===== src/rtl/manta_bridge_pkg.sv =====
// Shared constants and helpers for the bus-to-UART bridge.
//   PREAMBLE_DEFAULT : first byte of every message ("D")
//   ASCII_CR/LF      : end-of-line bytes
//   nibble_to_hex    : 4-bit value -> uppercase ASCII hex digit
//   tx_state_e       : transmit FSM state encoding
package manta_bridge_pkg;

  localparam logic [7:0] PREAMBLE_DEFAULT = 8'h44;
  localparam logic [7:0] ASCII_CR         = 8'h0D;
  localparam logic [7:0] ASCII_LF         = 8'h0A;

  typedef enum logic {
    ST_IDLE = 1'b0,
    ST_SEND = 1'b1
  } tx_state_e;

  function automatic logic [7:0] nibble_to_hex(input logic [3:0] nib);
    if (nib < 4'd10) return 8'h30 + {4'h0, nib};
    else             return 8'h37 + {4'h0, nib};
  endfunction

endpackage


===== src/rtl/sync_fifo.sv =====
// Single-clock FIFO with first-word-fall-through head output.
//   clk, rst_n      : clock, async active-low reset
//   push_i, data_i  : write request and data (accepted when not full, or
//                     when full but popping the same cycle)
//   pop_i, data_o   : read request and current head entry
//   full_o, empty_o : occupancy flags
//   count_o         : number of stored entries, 0..DEPTH
module sync_fifo #(
  parameter  int WIDTH = 16,
  parameter  int DEPTH = 8,
  localparam int AW    = $clog2(DEPTH),
  localparam int CW    = AW + 1
) (
  input  logic             clk,
  input  logic             rst_n,
  input  logic             push_i,
  input  logic [WIDTH-1:0] data_i,
  input  logic             pop_i,
  output logic [WIDTH-1:0] data_o,
  output logic             full_o,
  output logic             empty_o,
  output logic [CW-1:0]    count_o
);

  logic [WIDTH-1:0] mem_q [DEPTH];
  logic [AW-1:0]    wr_ptr_q, wr_ptr_d;
  logic [AW-1:0]    rd_ptr_q, rd_ptr_d;
  logic [CW-1:0]    count_q, count_d;
  logic             do_push, do_pop;

  assign full_o  = (count_q == CW'(DEPTH));
  assign empty_o = (count_q == '0);
  assign data_o  = mem_q[rd_ptr_q];
  assign count_o = count_q;

  // A pop frees the slot the write lands in, so a full queue still accepts.
  assign do_pop  = pop_i && !empty_o;
  assign do_push = push_i && (!full_o || do_pop);

  always_comb begin
    wr_ptr_d = wr_ptr_q;
    rd_ptr_d = rd_ptr_q;
    count_d  = count_q;
    if (do_push) wr_ptr_d = wr_ptr_q + AW'(1);
    if (do_pop)  rd_ptr_d = rd_ptr_q + AW'(1);
    if (do_push && !do_pop)      count_d = count_q + CW'(1);
    else if (!do_push && do_pop) count_d = count_q - CW'(1);
  end

  always_ff @(posedge clk) begin
    if (do_push) mem_q[wr_ptr_q] <= data_i;
  end

  always_ff @(posedge clk or negedge rst_n) begin
    if (!rst_n) begin
      wr_ptr_q <= '0;
      rd_ptr_q <= '0;
      count_q  <= '0;
    end else begin
      wr_ptr_q <= wr_ptr_d;
      rd_ptr_q <= rd_ptr_d;
      count_q  <= count_d;
    end
  end

endmodule


===== src/rtl/bridge_tx_fifo.sv =====
// Queues bus read responses and streams each as an ASCII hex line to a UART.
//   clk, rst_n   : clock, async active-low reset
//   data_i       : bus read data
//   rw_i         : 0 = read response (queued), 1 = write (ignored)
//   valid_i      : bus transaction valid
//   data_o       : byte offered to the UART (0 when idle)
//   start_o      : byte request, high for the whole of every message
//   done_i       : UART accepts the offered byte this cycle
//   fifo_count_o : queued entries, not counting the message in flight
//   overflow_o   : sticky, a read response was dropped on a full queue
//
// state | meaning
// IDLE  | nothing to send, waiting for a queued response
// SEND  | streaming message buffer byte idx_q to the UART
module bridge_tx_fifo
  import manta_bridge_pkg::*;
#(
  parameter  int          DATA_WIDTH = 16,
  parameter  int          FIFO_DEPTH = 8,
  parameter  int          EOL_CRLF   = 1,
  parameter  logic [7:0]  PREAMBLE   = PREAMBLE_DEFAULT,
  localparam int          CNT_W      = $clog2(FIFO_DEPTH) + 1
) (
  input  logic                  clk,
  input  logic                  rst_n,
  input  logic [DATA_WIDTH-1:0] data_i,
  input  logic                  rw_i,
  input  logic                  valid_i,
  output logic [7:0]            data_o,
  output logic                  start_o,
  input  logic                  done_i,
  output logic [CNT_W-1:0]      fifo_count_o,
  output logic                  overflow_o
);

  localparam int NHEX    = DATA_WIDTH / 4;
  localparam int MSG_LEN = 1 + NHEX + ((EOL_CRLF != 0) ? 2 : 1);
  localparam int IDX_W   = $clog2(MSG_LEN);
  localparam logic [IDX_W-1:0] LAST_IDX = IDX_W'(MSG_LEN - 1);

  tx_state_e             state_q;
  logic                  start_q;
  logic [IDX_W-1:0]      idx_q;
  logic [DATA_WIDTH-1:0] msg_q;
  logic                  overflow_q, overflow_d;

  logic                  push, pop;
  logic                  fifo_full, fifo_empty;
  logic [DATA_WIDTH-1:0] fifo_head;
  logic                  byte_acc, last_acc;
  logic [3:0]            nib;

  assign push     = valid_i && !rw_i;
  assign byte_acc = start_q && done_i;
  assign last_acc = byte_acc && (idx_q == LAST_IDX);
  // Reload straight from the queue on the last byte so start_o never gaps.
  assign pop      = !fifo_empty && ((state_q == ST_IDLE) || last_acc);

  sync_fifo #(
    .WIDTH (DATA_WIDTH),
    .DEPTH (FIFO_DEPTH)
  ) u_fifo (
    .clk     (clk),
    .rst_n   (rst_n),
    .push_i  (push),
    .data_i  (data_i),
    .pop_i   (pop),
    .data_o  (fifo_head),
    .full_o  (fifo_full),
    .empty_o (fifo_empty),
    .count_o (fifo_count_o)
  );

  assign overflow_d = overflow_q || (push && fifo_full && !pop);

  always_ff @(posedge clk or negedge rst_n) begin
    if (!rst_n) begin
      state_q    <= ST_IDLE;
      start_q    <= 1'b0;
      idx_q      <= '0;
      msg_q      <= '0;
      overflow_q <= 1'b0;
    end else begin
      overflow_q <= overflow_d;
      case (state_q)
        ST_IDLE: begin
          if (!fifo_empty) begin
            state_q <= ST_SEND;
            start_q <= 1'b1;
            msg_q   <= fifo_head;
            idx_q   <= '0;
          end
        end
        ST_SEND: begin
          if (byte_acc) begin
            if (idx_q == LAST_IDX) begin
              idx_q <= '0;
              if (!fifo_empty) begin
                msg_q <= fifo_head;
              end else begin
                state_q <= ST_IDLE;
                start_q <= 1'b0;
              end
            end else begin
              idx_q <= idx_q + IDX_W'(1);
            end
          end
        end
        default: begin
          state_q <= ST_IDLE;
          start_q <= 1'b0;
          idx_q   <= '0;
        end
      endcase
    end
  end

  assign start_o    = start_q;
  assign overflow_o = overflow_q;

  // Byte 1 carries the most significant nibble.
  always_comb begin
    nib = '0;
    for (int k = 0; k < NHEX; k++) begin
      if (idx_q == IDX_W'(k + 1)) nib = msg_q[(NHEX-1-k)*4 +: 4];
    end
    data_o = '0;
    if (state_q == ST_SEND) begin
      if (idx_q == '0)                  data_o = PREAMBLE;
      else if (idx_q <= IDX_W'(NHEX))   data_o = nibble_to_hex(nib);
      else if (idx_q == LAST_IDX)       data_o = ASCII_LF;
      else                              data_o = ASCII_CR;
    end
  end

endmodule


===== config.mk =====
export PLATFORM = sky130hd
export DESIGN_NAME = bridge_tx_fifo
export DESIGN_NICKNAME = d
export VERILOG_FILES = /design/src/rtl/manta_bridge_pkg.sv /design/src/rtl/sync_fifo.sv /design/src/rtl/bridge_tx_fifo.sv
export SDC_FILE = /design/constraint.sdc
export NUM_CORES = 1
export LEC_CHECK = 0
export BUFFER_PORTS_ARGS = -buffer_cell sky130_fd_sc_hd__buf_2
export CAP_MARGIN = 10
export CORE_UTILIZATION = 50
export DETAILED_ROUTE_END_ITERATION = 8
export GPL_TIMING_DRIVEN = 1
export PLACE_DENSITY = 0.71
export REMOVE_ABC_BUFFERS = 1
export SYNTH_ARGS = -nofsm -noshare
export SYNTH_HDL_FRONTEND = slang
export SYNTH_SLANG_ARGS = --single-unit

===== constraint.sdc =====
create_clock -name clk -period 4.5 [get_ports clk]
set_input_delay 0.9 -clock clk [delete_from_list [all_inputs] [get_ports clk]]
set_output_delay 0.9 -clock clk [all_outputs]
set_load 0.01 [all_outputs]

Word level (Yosys, flattened, before mapping)
Memory sizes are Yosys's and may differ from the RTL's.
Cells that the tools add are included.

word-level totals
  flip-flop bits (word level) = 32
  latch bits = 0
  bits in writable memories = 128
  memory bits (read-only) = 0
  input port bits = 21
  output and inout bits = 14
  logic and storage cells = 84
  memories kept = 1

cells by class
  add/subtract/negate cells = 7
  multiply operators = 0
  divide/modulo/power cells = 0
  order comparisons = 2
  equality and inequality tests = 10
  shift-type cells = 0
  mux-type cells = 30
  bitwise gates (word level) = 1
  reduce and logical (&&, ||, !) cells = 25

memories
  name          depth  bits a word  rd ports  clocked after Yosys merged registers in  write ports  line             RTL
  u_fifo.mem_q  8      16           1         0                                        1            sync_fifo.sv:25  logic [WIDTH-1:0] mem_q [DEPTH];

operators with widths
  kind                   count
  $mux W16               3
  $pmux W16 S2           1
  $mux W4                6
  $mux W8                3
  $add A6 B4 Y7 const A  2
  $mux W3                4
  $logic_and A1 B1 Y1    10
  $add A3 B1 Y3 const B  3
  $mux W1                9
  $mux W7                1
  $eq A3 B2 Y1 const B   2
  $eq A3 B3 Y1 const B   2
  $logic_not A1 Y1       6
  $ne A2 B1 Y1 const B   3
  $pmux W3 S2            1
  $add A4 B1 Y4 const B  1
  $eq A4 B4 Y1 const B   1
  $logic_not A4 Y1       1
  $lt A4 B4 Y1 const B   1
  $pmux W1 S2            2
  $reduce_and A2 Y1      2
  $reduce_and A4 Y1      1
  $sub A4 B1 Y4 const B  1
  $eq A3 B1 Y1 const B   1
  other kinds (6)        8

Longest topological paths before layout
  word-level depth = 11
  mapped depth = 12
  depth with buffers taken out = 11

Hierarchy
From an unflattened synthesis, not the netlist that was laid out.

unflattened totals
  cell total of the unflattened synthesis = 371
  area total of the unflattened synthesis = 6751.5 um^2

modules (own cells, without submodules)
  module          times used  cells each  area each (um^2)  sequential area each (um^2)
  sync_fifo       1           249         5456.5            4093.9
  bridge_tx_fifo  1           122         1295.0            550.5

Least setup slack after synthesis
Ideal clock, no wire load.

  kind = register to output
  start point = reg idx_q[0]
  end point = out data_o[1]
  arrival = 2.499 ns
  required time = 3.600 ns
  path slack = 1.101 ns
  stages on the path, launching flop included = 12
  buffers on the path = 3
  cell sequence = dfrtp_1 buf_2 buf_6 and2_1 ha_1 buf_2 a211oi_1 a2111oi_2 nor2_1 ha_1 a22o_1 a21oi_1

between the ends
  cells in the longest elaborated chain, start to end = 10
  elaborated cells between the ends (all ways) = 19
  those cells by class = add/sub: 2; order compare: 2; eq/ne: 5; mux: 9; reduce/logical: 1

ends and longest elaborated chain
  element                                      line                    RTL
  start, declared                              bridge_tx_fifo.sv:43    logic [IDX_W-1:0] idx_q;
  start signal, assigned                       bridge_tx_fifo.sv:105   idx_q <= idx_q + IDX_W'(1);
  $eq A3 B1 Y1                                 bridge_tx_fifo.sv:125   if (idx_q == IDX_W'(k + 1)) nib = msg_q[(NHEX-1-k)*4 +: 4];
  $mux W4 (4 in a row)                         bridge_tx_fifo.sv:125
  $add A6 B4 Y7, or another cell as far along  manta_bridge_pkg.sv:19  else return 8'h37 + {4'h0, nib};
  $mux W7                                      manta_bridge_pkg.sv:18  if (nib < 4'd10) return 8'h30 + {4'h0, nib};
  $mux W8                                      bridge_tx_fifo.sv:130   else if (idx_q <= IDX_W'(NHEX)) data_o = nibble_to_hex(nib);
  $mux W8 (*)                                  bridge_tx_fifo.sv:129   if (idx_q == '0) data_o = PREAMBLE;
  $mux W8 (*)                                  bridge_tx_fifo.sv:128   if (state_q == ST_SEND) begin
  end, declared                                bridge_tx_fifo.sv:29    output logic [7:0] data_o,

Mark *: on every way between the ends. The rest lies on a longest branch, timed or not.

Worst setup path in the final report
  start point = reg idx_q[2]
  end point = out data_o[6]

Same word-level chain as after synthesis.

==> summary.txt <==
Synthesis
  • Sequential cell area fraction in the yosys report: 0.691
  • Netlist cell types: slightly below 60
  • Ys async rst share: 0.200
  • Leading area contributor after synthesis: edfxtp_1
  • Primary FF master, synth: edfxtp_1
  • Post-synth top area share: 0.572
  • Post-synthesis simple-gate area fraction: 0.0572
  • Synthesized-area fraction occupied by xor and xnor cells: 0.0117
  • Yosys warns: 0
  • Compound-Gate Fraction of Synth Area: 0.0652
  • Yosys reg bits: 160
  • Cell Area, Synth: roughly 6700 sq um
  • Proportion of synthesized area in mux cells: 0.140
  • Mean Syn Cell Area: ~17 sq um
  • Adder-Cell Fraction of Synth Area: 0.0160
  • Number of enable flip-flop cells after synthesis: 128
  • Main combinational cell family by area after synthesis: multiplexers
  • Post-Synthesis Cells: slightly below 400
  • Main area contributors after synthesis: edfxtp_1 57%, dfrtp_1 12%, mux4_2 11%, mux2i_1 2.7%, o21ai_0 1.7%

Final layout
  • Final-stage net count: approximately 460
  • Area grow syn2layout: 13.9%
  • Share of cells above drive strength 1: 0.274
  • Core occupancy in the finished layout: 0.595
  • Commonest non-fill, non-tap cell in the layout: edfxtp_1
  • Final Instance Area: ~7700 sq um
  • Fill count: approximately 970
  • Finished Layout Cells: just over 600
  • Diodes inserted: 0
  • Most frequent cells in the layout: 128 x edfxtp_1, 33 x buf_2, 32 x mux4_2, 28 x nand2_1, 28 x dfrtp_1

Timing
  • FMAX: between 200 and 250 MHz
  • Worst slew pin tran: roughly 1.1 ns
  • Final Setup Violations: 0
  • Slew headroom: 0.254
  • Final min period: around 4.3 ns
  • Hold Fails Final Rpt: 0
  • Slew Viols, Final: 0
  • RSZ-0062 raised after global routing: no
  • Setup WS post-layout: about 0.23 ns
  • Setup TNS: 0 ns
  • Period utilisation layout: 0.949
  • Hold_ws: roughly 0.46 ns
  • Clock Skew: about 0.011 ns

Critical path
  • Worst setup path class: reg -> out
  • CP startpoint kind: register
  • Reg2reg setup slack: around 1.3 ns
  • CP max FO: 15
  • Crit. End Element: output pin
  • Worst path slowest cell: dfrtp_1
  • R2r worst-path depth: 11
  • CP dominant cell by count: ha_1
  • WP buf/inv: 2
  • Cell family with most CP delay: compound AO/OA/AOI/OAI gates
  • Worst Path Required: 3.60 ns
  • Critical Path AT: approximately 3.4 ns
  • CP Cell Sequence: inv_1 > ha_1 > nor2b_1 > a2111oi_2 > nor2_1 > ha_1 > o21bai_1 > a21oi_1 > a31o_2 > buf_2
  • Largest stage delay on the critical path: around 0.66 ns
  • Critical path depth: 10

Placed design
  • DP Cell Count: around 590
  • Detailed Place HPWL: ~7100 um
  • I/O Buffers: 33
  • Gpl congestion: approximately 0.81
  • Setup Slack @ Placement: 0.555 ns
  • Area after DPL: around 7100 sq um

Power
  • Design internal power: approximately 3.3 mW
  • Sw frac: 0.304
  • Peak supply drop: roughly 0.33 mV
  • Clock share of power: 0.291
  • Net Sw Power: 1.46 mW
  • Logic pwr share: 0.268
  • Leak pwr: ~2.6 nW
  • Seq pwr share: 0.441
  • Pwr per Cell Area: between 600 and 700 nW/um^2
  • Total chip power: between 4 and 5 mW

Routing
  • Post-route ant nets: 0
  • Initial DRC Count: between 200 and 250
  • Per-cell routed wire length: 19.8 um
  • Via count: 3475
  • Drt total wl: approximately 12000 um
  • First drt pass iteration count: 4
  • DRC: 0
  • Avg Vias per Cell: 5.62

Worst hold path
  • Worst hold path cell count: 1
  • Worst hold-check path type: reg -> reg

GRT
  • Gr ovfl total: 0
  • Vias in the first global route: approximately 3.6k
  • Initial antenna violation count: 0
  • First-pass GRT wire length: 19700 um
  • Largest net degree at the start of global routing: 36
  • GRT Total Usage: 0.193

Clock tree
  • Htree depth: 4
  • Root Buffer: clkbuf_16
  • Postcts setup bufs: 0
  • Worst-path clk slew: about 0.060 ns
  • Cts bufs inserted: 17
  • Clock buffer depth: 2
  • CTS sink count: between 150 and 200
  • Post-CTS Hold Buffers: 0
  • Clk Latency, worst-skew pair: about 0.42 ns
  • CTS tree: done

Floorplanning
  • Die span in x: about 120 um
  • Die Y: 118 um
  • Die area: about 14000 sq um
  • Initial Utilization: 0.522
  • I/O Pins: 35
  • FP Rows: 41
  • Core footprint: roughly 13000 sq um

Flow run
  • Maxcap violations: 0

Outcome
  • Status: completed
-- worst paths after layout --
kind,from,endpoint
min reg2reg,overflow_o,overflow_o
max,idx_q[2],data_o[6]
min in group asynchronous,rst_n,u_fifo.wr_ptr_q[2]
min,overflow_o,overflow_o
max in group asynchronous,rst_n,idx_q[1]
max reg2reg,idx_q[2],u_fifo.count_o[3]
-- synthesized netlist by cell type, types with 3 or more instances --
cell	instances
a211oi_1	3
a21oi_1	4
buf_2	10
clkbuf_1	6
dfrtp_1	32
edfxtp_1	128
ha_1	7
inv_1	6
mux2i_1	18
mux4_2	32
nand2_1	28
nand2b_1	7
nand3_1	6
nor2_1	13
nor2b_1	6
o211ai_1	4
o21ai_0	23
xnor2_1	6
xor2_1	3
-- per-layer routing --
layer  up-vias  track usage  wire (um)
li1       1619            -          -
met1      1776        0.259       5550
met2        62        0.302       6130
met3        18       0.0451        362
met4         0       0.0809        202
met5         -            0          0
-- timing repair --
action,in CTS,in global routing
hold endpoints to repair,0,0
setup endpoints to repair,0,4
resized for setup,0,2
-- flip-flops by register name (all words and copies together), names as in the netlist --
signal and cells:
msg_q 16, u_fifo.mem_q 128, u_fifo.count_o 4, idx_q 3, u_fifo.wr_ptr_q 3, overflow_o 1
u_fifo.rd_ptr_q 3, state_q 1, start_o 1
-- cell families (layout without fill, tap and decap cells) --
family                     Yosys count  count (layout)
DFF                                160             160
and+or+nand+nor                     76              76
AOI/OAI and AO/OA                   58              58
muxes                               53              53
buffers and inverters               26              81
xor gates and xnor gates             9               9
adders and majority gates            8               8
other                                1               1
-- power groups by stage --
| stage | registers (mW) | clock network, mW | logic (mW) |
|---|---|---|---|
| floorplan | 2.08 | 0 | 0.938 |
| global placement | 2.14 | 0 | 1.26 |
| detailed placement | 2.15 | 0 | 1.30 |
| CTS | 2.12 | 1.42 | 1.31 |
| global route | 2.16 | 1.49 | 1.41 |
| finish | 2.12 | 1.40 | 1.29 |
-- final cells by class --
cell class / instances / area (sq um) / area share
Sequential cell: 160 / 4650 / 0.607
Tap cell: 172 / 215 / 0.0281
Multi-Input combinational cell: 205 / 1950 / 0.255
Timing Repair Buffer: 43 / 240 / 0.0314
Inverter: 6 / 22.5 / 0.00294
Clock buffer: 19 / 433 / 0.0565
Clock inverter: 13 / 145 / 0.0190
Note: power is estimated with default switching activity, not from simulation.
